### src/rtl/pipeline_hazard_ctrl.sv
// pipeline_hazard_ctrl -- stall/flush sequencing for the 5-stage MIPS pipeline.
// Combines load-use hazard detection, branch/jump flush, and the breakpoint
// halt/continue state machine with a synchronised, debounced continue button.
// Optional feature macro: PIPE_SINGLE_STEP_EN (adds step_mode; RESUME returns
// to HALT so each continue press advances exactly one instruction).
module pipeline_hazard_ctrl #(
  parameter int DEBOUNCE_CYCLES = 4,
  parameter int CNT_W           = 16
) (
  input  logic             clk,
  input  logic             rst_n,
  input  logic [4:0]       id_rs,
  input  logic [4:0]       id_rt,
  input  logic             id_uses_rt,
  input  logic [4:0]       ex_rd,
  input  logic             ex_mem_read,
  input  logic             branch_taken,
  input  logic             jump_taken,
  input  logic             bkpt_hit,
  input  logic             continue_sig,
`ifdef PIPE_SINGLE_STEP_EN
  input  logic             step_mode,
`endif
  output logic             stall,
  output logic             flush_if,
  output logic             flush_id,
  output logic             flush_ex,
  output logic             halted,
  output logic [CNT_W-1:0] lu_stall_cnt
);

  // Debounce counter only needs to count up to DEBOUNCE_CYCLES-2: the level
  // is taken on the edge where it would reach DEBOUNCE_CYCLES-1.
  localparam int             DBW     = (DEBOUNCE_CYCLES > 2) ? $clog2(DEBOUNCE_CYCLES - 1) : 1;
  localparam logic [DBW-1:0] DB_LAST = DBW'(DEBOUNCE_CYCLES - 2);

  typedef enum logic [1:0] {
    RUN    = 2'd0,
    HALT   = 2'd1,
    RESUME = 2'd2
  } state_t;

  state_t         state, state_nxt;
  logic [1:0]     sync_q;
  logic           sync_lvl;
  logic           deb_lvl;
  logic [DBW-1:0] deb_cnt;
  logic           cont_pulse;
  logic           flush;
  logic           lu;
  logic           lu_count;

  assign sync_lvl = sync_q[1];

  // Two-flop synchroniser for the asynchronous continue button.
  always_ff @(posedge clk) begin
    if (!rst_n) sync_q <= 2'b00;
    else        sync_q <= {sync_q[0], continue_sig};
  end

  // Debounce: the level follows the synchronised input only after it has
  // disagreed for DEBOUNCE_CYCLES-1 consecutive cycles; any agreement restarts
  // the count. A rising accepted level produces a one-cycle continue pulse.
  always_ff @(posedge clk) begin
    if (!rst_n) begin
      deb_lvl    <= 1'b0;
      deb_cnt    <= '0;
      cont_pulse <= 1'b0;
    end else begin
      cont_pulse <= 1'b0;
      if (sync_lvl == deb_lvl) begin
        deb_cnt <= '0;
      end else if (deb_cnt == DB_LAST) begin
        deb_lvl    <= sync_lvl;
        deb_cnt    <= '0;
        cont_pulse <= sync_lvl;
      end else begin
        deb_cnt <= deb_cnt + DBW'(1);
      end
    end
  end

  // Hazard state register.
  always_ff @(posedge clk) begin
    if (!rst_n) state <= RUN;
    else        state <= state_nxt;
  end

  // Hazard detection, stall/flush generation and next-state selection.
  // Flush outranks everything: it drops the stall and discards any pending
  // breakpoint or load-use bubble in the same cycle.
  always_comb begin
    flush     = branch_taken | jump_taken;
    lu        = ex_mem_read & (ex_rd != 5'd0) &
                ((ex_rd == id_rs) | (id_uses_rt & (ex_rd == id_rt)));
    state_nxt = state;
    stall     = 1'b0;
    halted    = 1'b0;
    lu_count  = 1'b0;
    case (state)
      RUN: begin
        stall    = ~flush & (lu | bkpt_hit);
        lu_count = ~flush & lu;
        if (!flush && bkpt_hit) state_nxt = HALT;
      end
      HALT: begin
        // Front end frozen; EX/MEM/WB keep draining behind the stall.
        halted = 1'b1;
        stall  = ~flush;
        if (flush)           state_nxt = RUN;
        else if (cont_pulse) state_nxt = RESUME;
      end
      RESUME: begin
        // bkpt_hit is masked so the breakpoint instruction leaves IF/ID; a
        // load-use bubble here still counts as having released it.
        stall     = ~flush & lu;
        lu_count  = ~flush & lu;
        state_nxt = RUN;
`ifdef PIPE_SINGLE_STEP_EN
        if (step_mode && !flush) state_nxt = HALT;
`endif
      end
      default: state_nxt = RUN;
    endcase
  end

  assign flush_if = flush;
  assign flush_id = flush;
  assign flush_ex = flush;

  // Saturating count of load-use stall cycles.
  always_ff @(posedge clk) begin
    if (!rst_n)                                 lu_stall_cnt <= '0;
    else if (lu_count && (lu_stall_cnt != '1)) lu_stall_cnt <= lu_stall_cnt + CNT_W'(1);
  end

endmodule

### config.mk
export PLATFORM = sky130hd
export DESIGN_NAME = pipeline_hazard_ctrl
export DESIGN_NICKNAME = d
export VERILOG_FILES = /design/src/rtl/pipeline_hazard_ctrl.sv
export SDC_FILE = /design/constraint.sdc
export NUM_CORES = 1
export LEC_CHECK = 0
export ABC_CLOCK_PERIOD_IN_PS = 2700
export CAP_MARGIN = 20
export CORE_UTILIZATION = 25
export CTS_CLUSTER_SIZE = 24
export DETAILED_ROUTE_END_ITERATION = 10
export PLACE_DENSITY = 0.53
export SLEW_MARGIN = 20
export SYNTH_ARGS = -nofsm -noshare
export SYNTH_HDL_FRONTEND = slang
export SYNTH_SLANG_ARGS = --single-unit
### constraint.sdc
create_clock -name clk -period 2.7 [get_ports clk]
set_input_delay 0.27 -clock clk [delete_from_list [all_inputs] [get_ports clk]]
set_output_delay 0.27 -clock clk [all_outputs]
set_load 0.05 [all_outputs]
# Word level (Yosys, flattened, before mapping)
# Index checks and enable logic that the tools add are counted.
# totals
ff_bits	24
in_bits	23
output_inout_bits	21
word_cells	46
# op_classes
addsub	2
eq_ne	9
mux	7
bitwise_logic	12
reduce_logical	10
# ops
operator	count
$add 16x1->16 const B	1
$ne 16x16->1 const B	1
$eq 5x5->1	2
$mux 2	3
$reduce_or 3->1	2
$and 1x1->1	5
$reduce_bool 5->1	1
$eq 2x2->1 const B	2
$not 1->1	4
$pmux 2 s2	1
$reduce_and 2->1	2
$ne 3x3->1 const B	1
$or 1x1->1	3
$pmux 1 s3	1
$add 2x1->2 const B	1
$eq 2x1->1 const B	1
$logic_and 1x1->1	2
$logic_not 2->1	1
$mux 1	2
$ne 2x2->1 const B	1
$reduce_or 2->1	1
$eq 1x1->1	1
$logic_not 1->1	1

# Longest topological paths before layout
# logic_depth
ltp_word	7
ltp_mapped	7
ltp_nobuf	6

# Worst setup path before layout
# OpenSTA, ideal clock, no wires.
# synth_timing
path_type	register to register
startpoint	reg lu_stall_cnt[0]
endpoint	reg lu_stall_cnt[12]
setup_ns	0.122
t_arrival_ns	2.174
required_time_ns	2.578
path_slack_ns	0.405
stages_incl_launch_ff	6
path_buffers	0
period_less_slack_ns	2.295
path_cell_list	dfxtp_1 ha_1 and3_1 nand3_1 or4_1 o311a_1
# synth_between
elab_chain_len	2
word_cells_on_any_way	3
classes_between	1 x add/sub; 1 x eq/ne; 1 x reduce/logical
# synth_lines
element	line	rtl
start, declared	29	output logic [CNT_W-1:0] lu_stall_cnt
start signal, assigned	134	else if (lu_count && (lu_stall_cnt != '1)) lu_stall_cnt <= lu_stall_cnt + CNT_W'(1);
parallel branches: the longest is 2 deep, another holds $add 16x1->16	-	
# Parallel ways; which one is timed is not known.
# A chain may end at the register's enable or synchronous reset.

# Worst setup path after layout
# layout_timing
startpoint	in ex_rd[1]
endpoint	out stall
# layout_between
elab_chain_len	7
word_cells_on_any_way	11
classes_between	2 x eq/ne; 1 x mux; 7 x bitwise; 1 x reduce/logical
# layout_lines
element	line	rtl
start, declared	15	input logic [4:0] ex_rd,
$eq 5x5->1	95	((ex_rd == id_rs) | (id_uses_rt & (ex_rd == id_rt)));
$and 1x1->1	95	
$or 1x1->1	95	
$and 1x1->1 *	94	lu = ex_mem_read & (ex_rd != 5'd0) &
$or 1x1->1	102	stall = ~flush & (lu | bkpt_hit);
$and 1x1->1	102	
$pmux 1 s3 *	100	case (state)
end, declared	24	output logic stall,
# Every way passes the cells marked *; elsewhere a longest branch is shown, timed or not.

==> impl_results.md <==
* CTS tree: done
* Drt wl/cell at around 13 um
* Starting Density at 0.2581
* Final setup fails at 0
* Die width at roughly 77 um
* Worst reg2reg path depth at 5
* # diodes at 0
* HP Class: register to register
* Crit path time final at 2256 ps
* Worst R2R End: lu_stall_cnt[12]
* Initial antenna violation count at 0
* Iteration count of the initial detailed-routing pass at 4
* H-tree levels at 1
* CP Launch Type: input pin
* FFs w/ async S/R, synth at 0
* Post-CTS Setup Inserts at 0
* # hold bufs at CTS at 0
* Clk pin slew, worst setup/hold paths at 80 ps
* Vias at 1289
* Port-buffer cells at 43
* Clk_skew at 4.675 ps
* Number of synthesized flops with an enable pin at 0
* Post-Syn Nets at 183
* CTS sink cnt at 24
* Status: finished clean
* RR Startpoint: lu_stall_cnt[0]
* Largest net degree at the start of global routing at 21
* Root buffer cell: clkbuf_8
* RSZ-0062 raised after global routing: no
* Die ar. at slightly below 6000 um2
* Critical-path maximum fanout at 4
* P_leak at between 0.6 and 0.7 nW
* Crit path capture type: primary output
* Post-CTS Resized at 0
* CP max stage cell: or4_1
* Placer congestion estimate at about 0.73
* Total GRT Usage at 0.1190
* Cells after synthesis at 158
* Mapped Area at around 1400 um2
* Fill count at 576
* Worst Tran Pin Value at 706.8 ps
* Fin. Hold Viols at 0
* Reg-to-reg setup timing slack at 610 ps
* Residual DRC at 0
* Maximum root-to-sink buffer count at 2
* Vias in the first global route at 1175
* Hold_sp: deb_cnt[0]
* Power per cell area at between 300 and 400 nW/um2
* Yosys reg bits at 24
* Post-DP HPWL at 2500 um
* Post-Syn Area per Cell at just under 9 um2
* Area of the core at 5473 um2
* Share of layout cells above drive strength 1 at 0.1000
* P&R area growth vs syn at 38.71%
* Primary FF master, synth: dfxtp_1
* Total Wirelength at 3411 um
* WP data arrival at slightly below 2000 ps
* Worst setup path startpoint: ex_rd[1]
* Hold endpoint: deb_cnt[0]
* Rows at 27
* Slew HR at 0.5273
* Io pins at 44
* Post-route ant nets at 0
* Net count, final at approximately 230
* DR iter-0 viols at 45
* Die height at 77.17 um
* Setup Crit Path Kind: input pin to primary output
* Critical-path cell list: clkdlybuf4s50_1 > or4_1 > o21ai_1 > o32ai_1 > buf_4
* Distinct cell type count of the synthesized netlist at 46
* Max Cap Violations at 0
* Total gr overflow at 0
* Final Slew Violations at 0
* Vias/cell at ~4.7
* TritonCTS Buffers at 3
* Setup_tns at 0 ps
* Final period util at 0.8354
* Sequential fraction of the synthesis area at 0.3401
* Ys Warns at 0
* Worst-Skew Late Latency at 270 ps
* First-pass GRT wire length at between 5000 and 6000 um
* Peak Freq at 443.3 MHz
* CP required at ~2400 ps
* Tot Pwr at 713.8 uW
* IR Drop Worst-Case VDD at about 0.17 mV
* Hold path depth at 1
* Largest stage delay on the critical path at 580 ps
==> cell usage after synthesis (5+ instances only) <==
cell / number / share of area
inv_1: 6 / 0.016
mux2i_1: 8 / 0.057
dfxtp_1: 24 / 0.34
nand3_1: 5 / 0.018
nand2_1: 16 / 0.043
xor2_1: 10 / 0.062
nor2_1: 9 / 0.024
nand2b_1: 6 / 0.027
==> state kept, by name (all words and copies together), names as in the netlist <==
name	flops
cont_pulse	1
deb_cnt	2
deb_lvl	1
lu_stall_cnt	16
state	2
sync_q	2
==> worst max-delay path: cells and delay by family <==
| family | cells | cell delay [ps] |
|---|---|---|
| buffers and inverters | 2 | 690 |
| AND/OR/NAND/NOR | 1 | 580 |
| AO/OA/AOI/OAI | 2 | 450 |
==> worst max-delay path by stage <==
stage                       end  slack (ps)  cells after the start
2_1_floorplan  lu_stall_cnt[12]         400                      5
3_3_place_gp   lu_stall_cnt[10]         380                      7
3_5_place_dp    lu_stall_cnt[8]         360                      7
4_1_cts                   stall         440                      5
5_1_grt                   stall         330                      5
6_report                  stall         440                      5
==> placed cells by master, fill, tap and decap left out, types with 2 or more instances in the layout <==
master,n
a21boi_0,2
a21boi_1,3
and2_1,3
and3_1,2
buf_4,4
clkbuf_8,4
clkdlybuf4s50_1,42
dfxtp_1,24
ha_1,2
inv_1,6
mux2i_1,8
nand2_1,16
nand2b_1,6
nand3_1,5
nand4_1,4
nor2_1,9
nor2b_1,3
nor3_1,3
nor4_2,4
nor4b_2,2
o211ai_1,2
o21ai_0,4
o21ai_1,3
o41ai_1,2
or3_1,4
or4_1,4
xor2_1,10
==> routing by layer <==
layer	up-vias	global-route usage	routed length (um)
met4	0	0.06792	73
met3	5	0.02381	228
met2	39	0.1761	1402
met1	586	0.1589	1707
met5	-	0	0
li1	659	-	-
==> per-stage QoR <==
step	instances	util	setup slack, ps	instance area (um2)	hold WS [ps]
floorplan	158	-	404.8	1413	392.2
global placement	268	0.3480	379.5	1904	403.3
detailed placement	268	0.3480	355.1	1904	410.3
CTS	272	0.3580	443.9	1959	422.7
global route	272	0.3580	325.8	1959	446.9
finish	272	0.3580	444.4	1959	420.5
==> kinds of logic after synthesis <==
| logic type | share of synthesized area |
|---|---|
| xor+xnor | 0.06820 |
| mux | 0.05669 |
| simple gates | 0.3206 |
| fa+ha+maj | 0.01771 |
| flops | 0.3401 |
| compound gates | 0.1462 |
| buf+inv | 0.05048 |
==> report_power, final <==
group          switching, mW  total, mW  internal, mW  leakage, nW
Combinational         0.0527      0.106        0.0530        0.418
Clock                  0.120      0.251         0.130       0.0288
Sequential           0.00146      0.357         0.356        0.194
==> layout make-up <==
cell class / instances / area, um2 / share of cell area
clock buffer: 4 / 55.05 / 0.02810
multi-input combinational: 120 / 860.8 / 0.4393
inverter: 6 / 22.52 / 0.01149
tap: 72 / 90.09 / 0.04598
sequential: 24 / 480.5 / 0.2452
timing repair buffer: 46 / 450.4 / 0.2299
Note: power is estimated with default switching activity, not from simulation.
